**config.mk**
```make
export PLATFORM = sky130hd
export DESIGN_NAME = conv_sequencer
export DESIGN_NICKNAME = d
export VERILOG_FILES = /design/src/rtl/conv_sequencer.sv
export SDC_FILE = /design/constraint.sdc
export NUM_CORES = 1
export LEC_CHECK = 0
export ABC_AREA = 1
export ABC_CLOCK_PERIOD_IN_PS = 8700
export CAP_MARGIN = 10
export CORE_ASPECT_RATIO = 0.75
export CORE_MARGIN = 2
export CORE_UTILIZATION = 30
export DETAILED_ROUTE_END_ITERATION = 6
export GPL_ROUTABILITY_DRIVEN = 0
export GPL_TIMING_DRIVEN = 0
export PLACE_DENSITY_LB_ADDON = 0.25
export SLEW_MARGIN = 20
export SYNTH_ARGS = -nofsm -noshare
export SYNTH_HDL_FRONTEND = slang
export SYNTH_SLANG_ARGS = --single-unit
```
**constraint.sdc**
```tcl
create_clock -name clk -period 8.7 [get_ports clk]
set_input_delay 1.305 -clock clk [delete_from_list [all_inputs] [get_ports clk]]
set_output_delay 1.305 -clock clk [all_outputs]
set_load 0.005 [all_outputs]
```
**src/rtl/conv_sequencer.sv**
```systemverilog
// rtl/conv_sequencer.sv - KxK sliding-window convolution sequencer over an IMG_W x IMG_W image
// Optional build macro CONV_SEQUENCER_RELU_EN clamps negative saturated results to zero.
module conv_sequencer #(
    parameter int IMG_W = 28,
    parameter int K     = 3
) (
    input  logic        clk,
    input  logic        reset,
    input  logic        start,
    input  logic [7:0]  bias,
    input  logic        wgt_we,
    input  logic [3:0]  wgt_addr,
    input  logic [7:0]  wgt_data,
    output logic        img_rd,
    output logic [9:0]  img_addr,
    input  logic [7:0]  img_data,
    output logic        out_valid,
    input  logic        out_ready,
    output logic [9:0]  out_addr,
    output logic [15:0] out_data,
    output logic        busy,
    output logic        done
);
    localparam int OUT_W = IMG_W - K + 1;
    localparam int NTAPS = K * K;
    localparam logic [9:0] IW   = 10'(IMG_W);
    localparam logic [9:0] OW   = 10'(OUT_W);
    localparam logic [9:0] OWM1 = 10'(OUT_W - 1);
    localparam logic [9:0] KM1  = 10'(K - 1);
    localparam logic [4:0] NT5  = 5'(NTAPS);

    typedef enum logic [2:0] {IDLE, FETCH, LAST, WRITE, DONE} state_t;
    state_t state;

    logic signed [7:0]  weights [NTAPS];
    logic signed [7:0]  bias_r;
    logic signed [19:0] acc;
    logic [9:0] orow, ocol, kr, kc;
    logic [3:0] tap, pend_tap;
    logic       pend_valid;

    logic               tap_last, pix_last;
    logic [9:0]         kr_n, kc_n, orow_n, ocol_n;
    logic [9:0]         tap_addr, pix_addr, pix_idx;
    logic signed [16:0] prod;
    logic signed [19:0] acc_sum;
    logic [15:0]        result;

    // Products land one cycle after their read, tracked by pend_valid/pend_tap.
    always_comb begin
        tap_last = (kr == KM1) && (kc == KM1);
        kc_n     = (kc == KM1) ? 10'd0 : kc + 10'd1;
        kr_n     = (kc == KM1) ? kr + 10'd1 : kr;
        tap_addr = (orow + kr_n) * IW + ocol + kc_n;
        pix_last = (orow == OWM1) && (ocol == OWM1);
        ocol_n   = (ocol == OWM1) ? 10'd0 : ocol + 10'd1;
        orow_n   = (ocol == OWM1) ? orow + 10'd1 : orow;
        pix_addr = orow_n * IW + ocol_n;
        pix_idx  = orow * OW + ocol;
        prod     = $signed({9'd0, img_data}) *
                   $signed({{9{weights[pend_tap][7]}}, weights[pend_tap]});
        acc_sum  = acc + (pend_valid ? {{3{prod[16]}}, prod} : 20'sd0);
        if (acc_sum > 20'sd32767)
            result = 16'h7fff;
        else if (acc_sum < -20'sd32768)
            result = 16'h8000;
        else
            result = acc_sum[15:0];
`ifdef CONV_SEQUENCER_RELU_EN
        if (result[15])
            result = 16'd0;
`else
`endif
    end

    always_ff @(posedge clk) begin
        if (reset) begin
            state      <= IDLE;
            busy       <= 1'b0;
            done       <= 1'b0;
            out_valid  <= 1'b0;
            img_rd     <= 1'b0;
            img_addr   <= 10'd0;
            out_addr   <= 10'd0;
            out_data   <= 16'd0;
            acc        <= 20'sd0;
            orow       <= 10'd0;
            ocol       <= 10'd0;
            kr         <= 10'd0;
            kc         <= 10'd0;
            tap        <= 4'd0;
            pend_tap   <= 4'd0;
            pend_valid <= 1'b0;
            bias_r     <= 8'sd0;
            for (int i = 0; i < NTAPS; i++)
                weights[i] <= 8'sd0;
        end else begin
            done       <= 1'b0;
            pend_valid <= img_rd;
            pend_tap   <= tap;
            case (state)
                IDLE: begin
                    if (wgt_we && ({1'b0, wgt_addr} < NT5))
                        weights[wgt_addr] <= wgt_data;
                    if (start) begin
                        state    <= FETCH;
                        busy     <= 1'b1;
                        bias_r   <= bias;
                        acc      <= {{12{bias[7]}}, bias};
                        orow     <= 10'd0;
                        ocol     <= 10'd0;
                        kr       <= 10'd0;
                        kc       <= 10'd0;
                        tap      <= 4'd0;
                        img_rd   <= 1'b1;
                        img_addr <= 10'd0;
                    end
                end
                FETCH: begin
                    acc <= acc_sum;
                    if (tap_last) begin
                        state  <= LAST;
                        img_rd <= 1'b0;
                    end else begin
                        kr       <= kr_n;
                        kc       <= kc_n;
                        tap      <= tap + 4'd1;
                        img_addr <= tap_addr;
                    end
                end
                LAST: begin
                    acc       <= acc_sum;
                    out_data  <= result;
                    out_addr  <= pix_idx;
                    out_valid <= 1'b1;
                    state     <= WRITE;
                end
                WRITE: begin
                    if (out_ready) begin
                        out_valid <= 1'b0;
                        if (pix_last) begin
                            state <= DONE;
                            busy  <= 1'b0;
                            done  <= 1'b1;
                        end else begin
                            state    <= FETCH;
                            orow     <= orow_n;
                            ocol     <= ocol_n;
                            kr       <= 10'd0;
                            kc       <= 10'd0;
                            tap      <= 4'd0;
                            acc      <= {{12{bias_r[7]}}, bias_r};
                            img_rd   <= 1'b1;
                            img_addr <= pix_addr;
                        end
                    end
                end
                DONE:    state <= IDLE;
                default: state <= IDLE;
            endcase
        end
    end
endmodule

```
# Word-level counts from Yosys, hierarchy flattened
# Memories as Yosys holds them, arrays and structs flattened. A register that Yosys moved wholly into a read port is not among the register bits.
# Index checks and enable logic that the tools add are counted.
# word_totals
register_bits,116
mem_bits_rw,72
word_cells,128
memories,1
# memory_table
memory,words,word_bits,read_ports,rd_ports_with_merged_regs,wr,line,text
weights,9,8,1,1,9,35,logic signed [7:0] weights [NTAPS];
# classes
addsub,11
n_mul,4
n_lt_le_gt_ge,3
eq_ne,13
mux,59
bitwise_logic,2
n_reduce_logical,19
# op_table
cell,count
$mux 10,16
$pmux 10 s3,3
$mux 20,4
$pmux 20 s3,1
$add 10x10->10,5
$add 10x1->10 const B,4
$pmux 10 s2,2
$mux 16,2
$mux 4,6
$add 20x20->20,1
$eq 10x2->1 const B,2
$eq 10x5->1 const B,2
$gt 20x16->1 const B,1
$lt 20x16->1 const B,1
$mul 10x3->8 const B,2
$mul 9x8->17,1
$mux 1,15
$mux 3,4
$ne 2x2->1 const B,6
$pmux 3 s4,1
$pmux 4 s3,1
$reduce_and 4->1,3
$mul 10x4->9 const B,1
$reduce_and 5->1,2
17 further kinds,25

# Longest topological paths before layout
# Gate-level depths: netlist of the first run.
# logic_depth
word_depth,8
depth_mapped,45

# Worst setup path after synthesis of the first run
# No wires, ideal clock.
# synth_timing
path_kind,reg2reg
from,register (tool-made name)
to,register out_data[10]
setup_time_ps,119
t_arrival_ps,6681
setup_slack_ps,1899
stages_incl_launch_ff,41
path_buffers,4
path_cell_list,dfxtp_1 > clkbuf_1 > buf_2 > buf_2 > mux2i_1 > o211ai_1 > o211ai_1 > nand2_1 > inv_1 > nor2_1 > fa_1 > inv_1 > fa_1 > inv_1 > fa_1 > inv_1 > fa_1 > inv_1 > (+5 left out) > nand2_1 > inv_1 > o21ai_0 > nand2_1 > o21ai_0 > a21oi_1 > ha_1 > nand2_2 > inv_1 > nand2_1 > nor3_1 > nand4_1 > nand3_2 > xnor2_1 > nand3_1 > a21oi_2 > buf_4 > a21oi_1
# synth_lines
element,line,text
end signal: assignment,133,out_data <= result;
end: declaration,20,"output logic [15:0] out_data,"

==> summary.md, run 1 <==
| Metric | Value |
|---|---|
| Status | complete, no violations |
| Slowest cell delay on critical path | 550 ps |
| Setup TNS | 0 ps |
| Rows | 75 |
| Fillers | 5769 |
| N_diodes | 0 |
| Pint | 2750 µW |
| Final Critical Period | 8100 ps |
| Worst-path fanout max | 10 |
| H-tree levels | 1 |
| Setup CP Type | flip-flop to flip-flop |
| Max Cap Violations | 0 |
| CTS tree | yes |
| Core ar. | 0.0560 mm² |
| CTS root buffer | clkbuf_16 |
| Ys Warns | 0 |
| Yosys top cell area share | 22.6% |
| Synth area leaders | edfxtp_1 (23%), dfxtp_1 (14%), ha_1 (9.5%) |
| Critical Path Source Type | flip-flop |
| Routed len/inst | 16.6 µm |
| Synth cell types | 54 |
| Clock Tree Buf Depth | 3 |
| Syn_area_per_cell | 8.07 µm² |
| Fin. Hold Viols | 0 |
| Synthesized area | 0.0170 mm² |
| CTS buffer count | 30 |
| Crit path DAT | 8580 ps |
| Family with the most delay on the worst path | adder cells |
| Hold Path Class | flip-flop to flip-flop |
| Total GRT Usage | 17.0% |
| Drt first pass iters | 7 |
| Area leader, netlist | edfxtp_1 |
| Slew Viols, Final | 0 |
| Largest net degree at the start of global routing | 18 |
| WP buf/inv | 10 |
| Synth Flop Type | edfxtp_1 |
| Post-DP HPWL | 39700 µm |
| GRT overflow | 0 |
| First-pass GRT wire length | 78700 µm |
| Pwr per Cell Area | 227 mW/mm² |
| Total power | 4510 µW |
| Post-CTS setup buffer count | 0 |
| Synth Instances | 2111 |
| Number of global-route vias before repair | 14.0k |
| CP max-delay cell | fa_1 |
| Yosys reg bits | 248 |
| Synth async-reset ratio | 0% |
| Initial antenna violation count | 1 |
| Sequential power share | 31.6% |
| Final setup fails | 0 |
| CTS clk-pin slew, worst paths | 60 ps |
| Leakage | 0.00894 µW |
| Worst slew pin tran | 922 ps |
| Register area | 0.00625 mm² |
| Area of the multi-input gates | 0.00945 mm² |
| Area Overhead vs Synth | 16.9% |
| Clock Power Share | 28.5% |
| RSZ-0062 raised after global routing | no |
| Via density | 4.85 |
| Routed Antenna Nets | 0 |
| Vias | 14.6k |
| Total wire length | 50100 µm |
| DRC Markers | 0 |
| Register area share after synthesis | 36.6% |
| Post-synth EDFFs | 128 |
| Initial Utilization | 30.4% |
| Proportion of layout cells with a drive suffix above 1 | 4.37% |
| Die Y | 210 µm |
| Combinational Power Share | 39.9% |
| Post-CTS Hold Fix Bufs | 0 |
| Worst VDD drop | 0.162 mV |
| Layout Skew | 57.1 ps |
| Iteration-0 DRC count of the detailed router | 1049 |
| Period Utilization, post-route | 93.1% |
| IO Count | 73 |
| Die area | 0.0588 mm² |
| Clk_lat worst skew | 600 ps |
| Worst setup EP type | flip-flop |
| Peak Freq | 0.123 GHz |
| CP Data Required Time | 9180 ps |
| Die W | 279 µm |
| Slew headroom | 38.5% |
| Psw | 1770 µW |
| Net Sw Frac | 39.2% |
| Clk sinks | 248 |
| Nets | 2498 |
| Port Buffer Count | 72 |
worst register-to-register path: cells and delay by family, from the launching register on:
family                     cells  cell delay (ps)
AOI/OAI and AO/OA              8             1110
xor gates and xnor gates       1              200
adders and majority gates      6             2800
buffers and inverters         10             1550
DFF                            1              310
muxes                          1              260
and+or+nand+nor               13             1750
metal layers:
| layer | global-route usage [%] | share of wire [%] |
|---|---|---|
| met5 | 0 | 0 |
| met1 | 26.4 | 51 |
| met4 | 2.93 | 1.2 |
| met3 | 3.05 | 7.0 |
| met2 | 24.6 | 40 |
synthesized netlist by cell type (6+ instances only):
cell / n
nand2_1: 388
inv_1: 324
nor2_1: 220
a21oi_1: 204
o21ai_0: 143
ha_1: 129
edfxtp_1: 128
dfxtp_1: 120
nand3_1: 72
fa_1: 66
xor2_1: 48
clkbuf_1: 36
mux2i_1: 32
o211ai_1: 32
nor3_1: 20
xnor2_1: 18
nand4_1: 17
buf_2: 14
clkinv_1: 10
a31oi_1: 8
o21bai_1: 6
o22ai_1: 6
through the flow:
step           utilization, %  area (µm²)  hold WS [ps]  std cells  setup slack (ps)
2_1_floorplan               -       17200           424       2166              1900
3_3_place_gp             33.7       18900           436       2969               427
3_5_place_dp             33.7       18900           444       2969               407
4_1_cts                  35.5       19900           452       3021               326
5_1_grt                  35.6       19900           464       3021              3.64
6_report                 35.6       19900           451       3021               603
power groups by stage:
stage	clock network (µW)	logic, µW	registers, µW
after floorplan	0	1250	1420
after global placement	0	1770	1450
after detailed placement	0	1800	1450
after CTS	1310	1810	1430
after global routing	1370	2050	1440
final	1290	1800	1430
cells by family (layout without fill, tap and decap cells):
kind of cell	after synthesis	count (layout)	share of synthesized area [%]
mux	32	32	1.88
xor+xnor	67	67	3.49
buf+inv	399	523	9.10
flops	248	248	36.6
simple gates	746	746	18.1
other cells	1	56	0.0220
compound gates	423	423	13.6
fa+ha+maj	195	195	17.2
registers in the layout (all words and copies together), names as in the netlist, 3 cells and up, named ones only:
signal,count
acc,20
orow,10
kr,10
bias_r,8
out_data,16
kc,10
tap,4
state,3
ocol,10
out_addr,10
img_addr,10
weights,128
repair_timing:
action / 4_1_cts / 5_1_grt
gates resized for setup: 0 / 14
setup endpoints to repair: 0 / 15
endpoints found under the hold margin: 0 / 0
final timing paths:
| path | to | from | slack (ps) | depth (start not counted) |
|---|---|---|---|---|
| worst min-delay path | bias_r[6] | bias_r[6] | 450 | 2 |
| worst min register to register | bias_r[6] | bias_r[6] | 450 | 2 |
| worst max-delay path | out_data[7] | flip-flop | 600 | 39 |
| worst max register to register | out_data[7] | flip-flop | 600 | 39 |
cell type report:
type / instances / area share (%)
inverter: 338 / 6.37
tap: 731 / 4.59
timing repair buffer: 72 / 3.62
buffer: 61 / 1.48
clock buffer: 45 / 4.55
clock inverter: 7 / 0.603
sequential: 248 / 31.3
multi-input combinational: 1519 / 47.4
cell usage in the layout, fill, tap and decap left out, types with 6 or more instances in the layout:
cell,instances
nand2_1,388
inv_1,323
nor2_1,220
a21oi_1,204
o21ai_0,143
ha_1,129
edfxtp_1,128
dfxtp_1,120
nand3_1,72
clkdlybuf4s50_1,72
fa_1,66
conb_1,56
xor2_1,48
clkbuf_1,38
mux2i_1,32
o211ai_1,32
clkbuf_16,30
nor3_1,20
xnor2_1,18
nand4_1,17
buf_2,12
clkinv_1,11
clkbuf_8,10
a31oi_1,8
o21bai_1,6
o22ai_1,6
(Power assumes the default switching activity.)
==> inputs of run 2 (changes only) <==
- CTS_CLUSTER_DIAMETER: unset -> 120
==> results of run 2 <==
Same layout as run 1: the final DEF is identical, and so are final timing and power.
==> inputs of run 3 (changes only) <==
- CORE_MARGIN: 2 -> 4
==> summary.md, run 3 (synthesized netlist as in run 1, its figures left out) <==
| Metric | Value |
|---|---|
| Crit path DAT | 8510 ps (-70 ps) |
| DRC Markers | 0 (unchanged) |
| GRT overflow | 0 (unchanged) |
| Die W | 283 µm (+1.4%) |
| Worst slack, placed | 338 ps (-68.8 ps) |
| Cell mode on critical path | inv_1 |
| Area Overhead vs Synth | 16.9% (unchanged) |
| Drt first pass iters | 6 (-1) |
| Slew headroom | 36.2% (-2.3 points) |
| Clock Tree Buf Depth | 3 (unchanged) |
| Total GRT Usage | 16.3% (-0.75 points) |
| Critical Path Source Type | flip-flop |
| Highest-count cells in the layout ignoring fill and taps | nand2_1 (386), inv_1 (323), nor2_1 (220) |
| Pwr per Cell Area | 226 mW/mm² (about the same) |
| H-tree levels | 1 (unchanged) |
| Setup TNS | 0 ps (unchanged) |
| Worst hold slack | 450 ps (-0.999 ps) |
| Core ar. | 0.0560 mm² (unchanged) |
| IO Count | 73 (unchanged) |
| Peak Freq | 0.124 GHz (+0.36%) |
| Rows | 75 (unchanged) |
| CP max-delay cell | fa_1 |
| CP Data Required Time | 9140 ps (-40 ps) |
| Clk_lat worst skew | 600 ps (about the same) |
| Worst-path fanout max | 10 (unchanged) |
| Max FFs per register | 128 (unchanged) |
| Slew Viols, Final | 0 (unchanged) |
| Worst slew pin tran | 957 ps (+34.5 ps) |
| Initial Utilization | 30.4% (unchanged) |
| Total wire length | 50300 µm (+0.49%) |
| Slowest cell delay on critical path | 530 ps (-20 ps) |
| Finished Core Util | 35.6% (unchanged) |
| Final worst slack | 632 ps (+29.0 ps) |
| Leakage | 0.00893 µW (-0.19%) |
| Fillers | 5791 (+0.38%) |
| Number of global-route vias before repair | 14.1k (+1.2%) |
| Final Critical Period | 8070 ps (-29.0 ps) |
| Routed len/inst | 16.6 µm (+0.36%) |
| Initial antenna violation count | 3 (+2) |
| Die area | 0.0607 mm² (+3.4%) |
| Commonest non-fill, non-tap cell in the layout | nand2_1 |
| WP buf/inv | 11 (+1) |
| PostCTS Resize Cnt | 0 (unchanged) |
| Placed Area | 0.0189 mm² (unchanged) |
| Final setup fails | 0 (unchanged) |
| Proportion of layout cells with a drive suffix above 1 | 4.32% (-0.049 points) |
| Largest Register | weights |
| Die Y | 214 µm (+1.9%) |
| Clk sinks | 248 (unchanged) |
| Hold Path Class | flip-flop to flip-flop |
| CTS clk-pin slew, worst paths | 60 ps (about the same) |
| Routed Antenna Nets | 0 (unchanged) |
| Status | complete, no violations |
| Post-DP HPWL | 40000 µm (+0.64%) |
| Period Utilization, post-route | 92.7% (-0.33 points) |
| Via density | 4.84 (-0.10%) |
| Fin area | 0.0199 mm² (unchanged) |
| RSZ-0062 raised after global routing | no |
| Family with the most delay on the worst path | adder cells |
| Setup CP Type | flip-flop to flip-flop |
| CTS tree | yes |
| Top Registers | weights: 128 flops, acc: 20 flops, out_data: 16 flops |
| Iteration-0 DRC count of the detailed router | 1214 (+16%) |
| Layout Skew | 46.2 ps (-10.9 ps) |
| CTS root buffer | clkbuf_16 |
| Post-CTS setup buffer count | 0 (unchanged) |
| Worst VDD drop | 0.173 mV (+6.8%) |
| CTS buffer count | 30 (unchanged) |
| First-pass GRT wire length | 79700 µm (+1.2%) |
| Port Buffer Count | 72 (unchanged) |
| Largest net degree at the start of global routing | 18 (unchanged) |
| Worst setup EP type | flip-flop |
| Vias | 14.7k (+0.027%) |
| Max Cap Violations | 0 (unchanged) |
| Fin. Hold Viols | 0 (unchanged) |
| Nets | 2498 (unchanged) |
| Post-CTS Hold Fix Bufs | 0 (unchanged) |
[run 3: worst reg2reg max path: cells and delay by family, from the launching register on]
kind / cells / cell delay (ps)
buf+inv: 11 / 1530
flops: 1 / 310
xor+xnor: 1 / 130
compound gates: 10 / 1460
fa+ha+maj: 6 / 2780
simple gates: 13 / 1710
[run 3: area by class of cell]
| cell class | count | area, µm² | share of cell area, % |
|---|---|---|---|
| Tap cell | 731 | 915 | 4.59 |
| Buffer | 61 | 297 | 1.49 |
| Sequential cell | 248 | 6250 | 31.3 |
| Clock inverter | 16 | 213 | 1.07 |
| Antenna cell | 1 | 2.50 | 0.0126 |
| Inverter | 338 | 1270 | 6.37 |
| Clock buffer | 39 | 805 | 4.04 |
| Multi-Input combinational cell | 1519 | 9460 | 47.5 |
| Timing Repair Buffer | 72 | 721 | 3.62 |
[run 3: path summary, 6_finish.rpt]
path | end | cells after the start | slack [ps] | startpoint
max reg2reg | out_data[5] | 41 | 630 | flip-flop
max | out_data[5] | 41 | 630 | flip-flop
min | bias_r[6] | 2 | 450 | bias_r[6]
min reg2reg | bias_r[6] | 2 | 450 | bias_r[6]
[run 3: stage by stage]
stage / std cells / power [µW]
global route: 3025 / 4860
CTS: 3024 / 4550
finish: 3025 / 4510
floorplan: 2166 / 2680
global placement: 2969 / 3220
detailed placement: 2969 / 3240
[run 3: per-layer routing]
| metal | global-route usage (%) | wire, µm | up-vias |
|---|---|---|---|
| li1 | - | - | 7205 |
| met1 | 24.8 | 25100 | 6925 |
| met2 | 23.2 | 20000 | 452 |
| met3 | 3.75 | 4070 | 67 |
| met4 | 3.95 | 1160 | 4 |
| met5 | 0 | 21 | - |
[run 3: report_power, final]
group	total [µW]	switching [µW]	leakage (µW)	internal (µW)
Sequential	1430	76.8	0.00227	1350
Combinational	1800	1180	0.00617	620
Clock	1290	514	0.000487	771
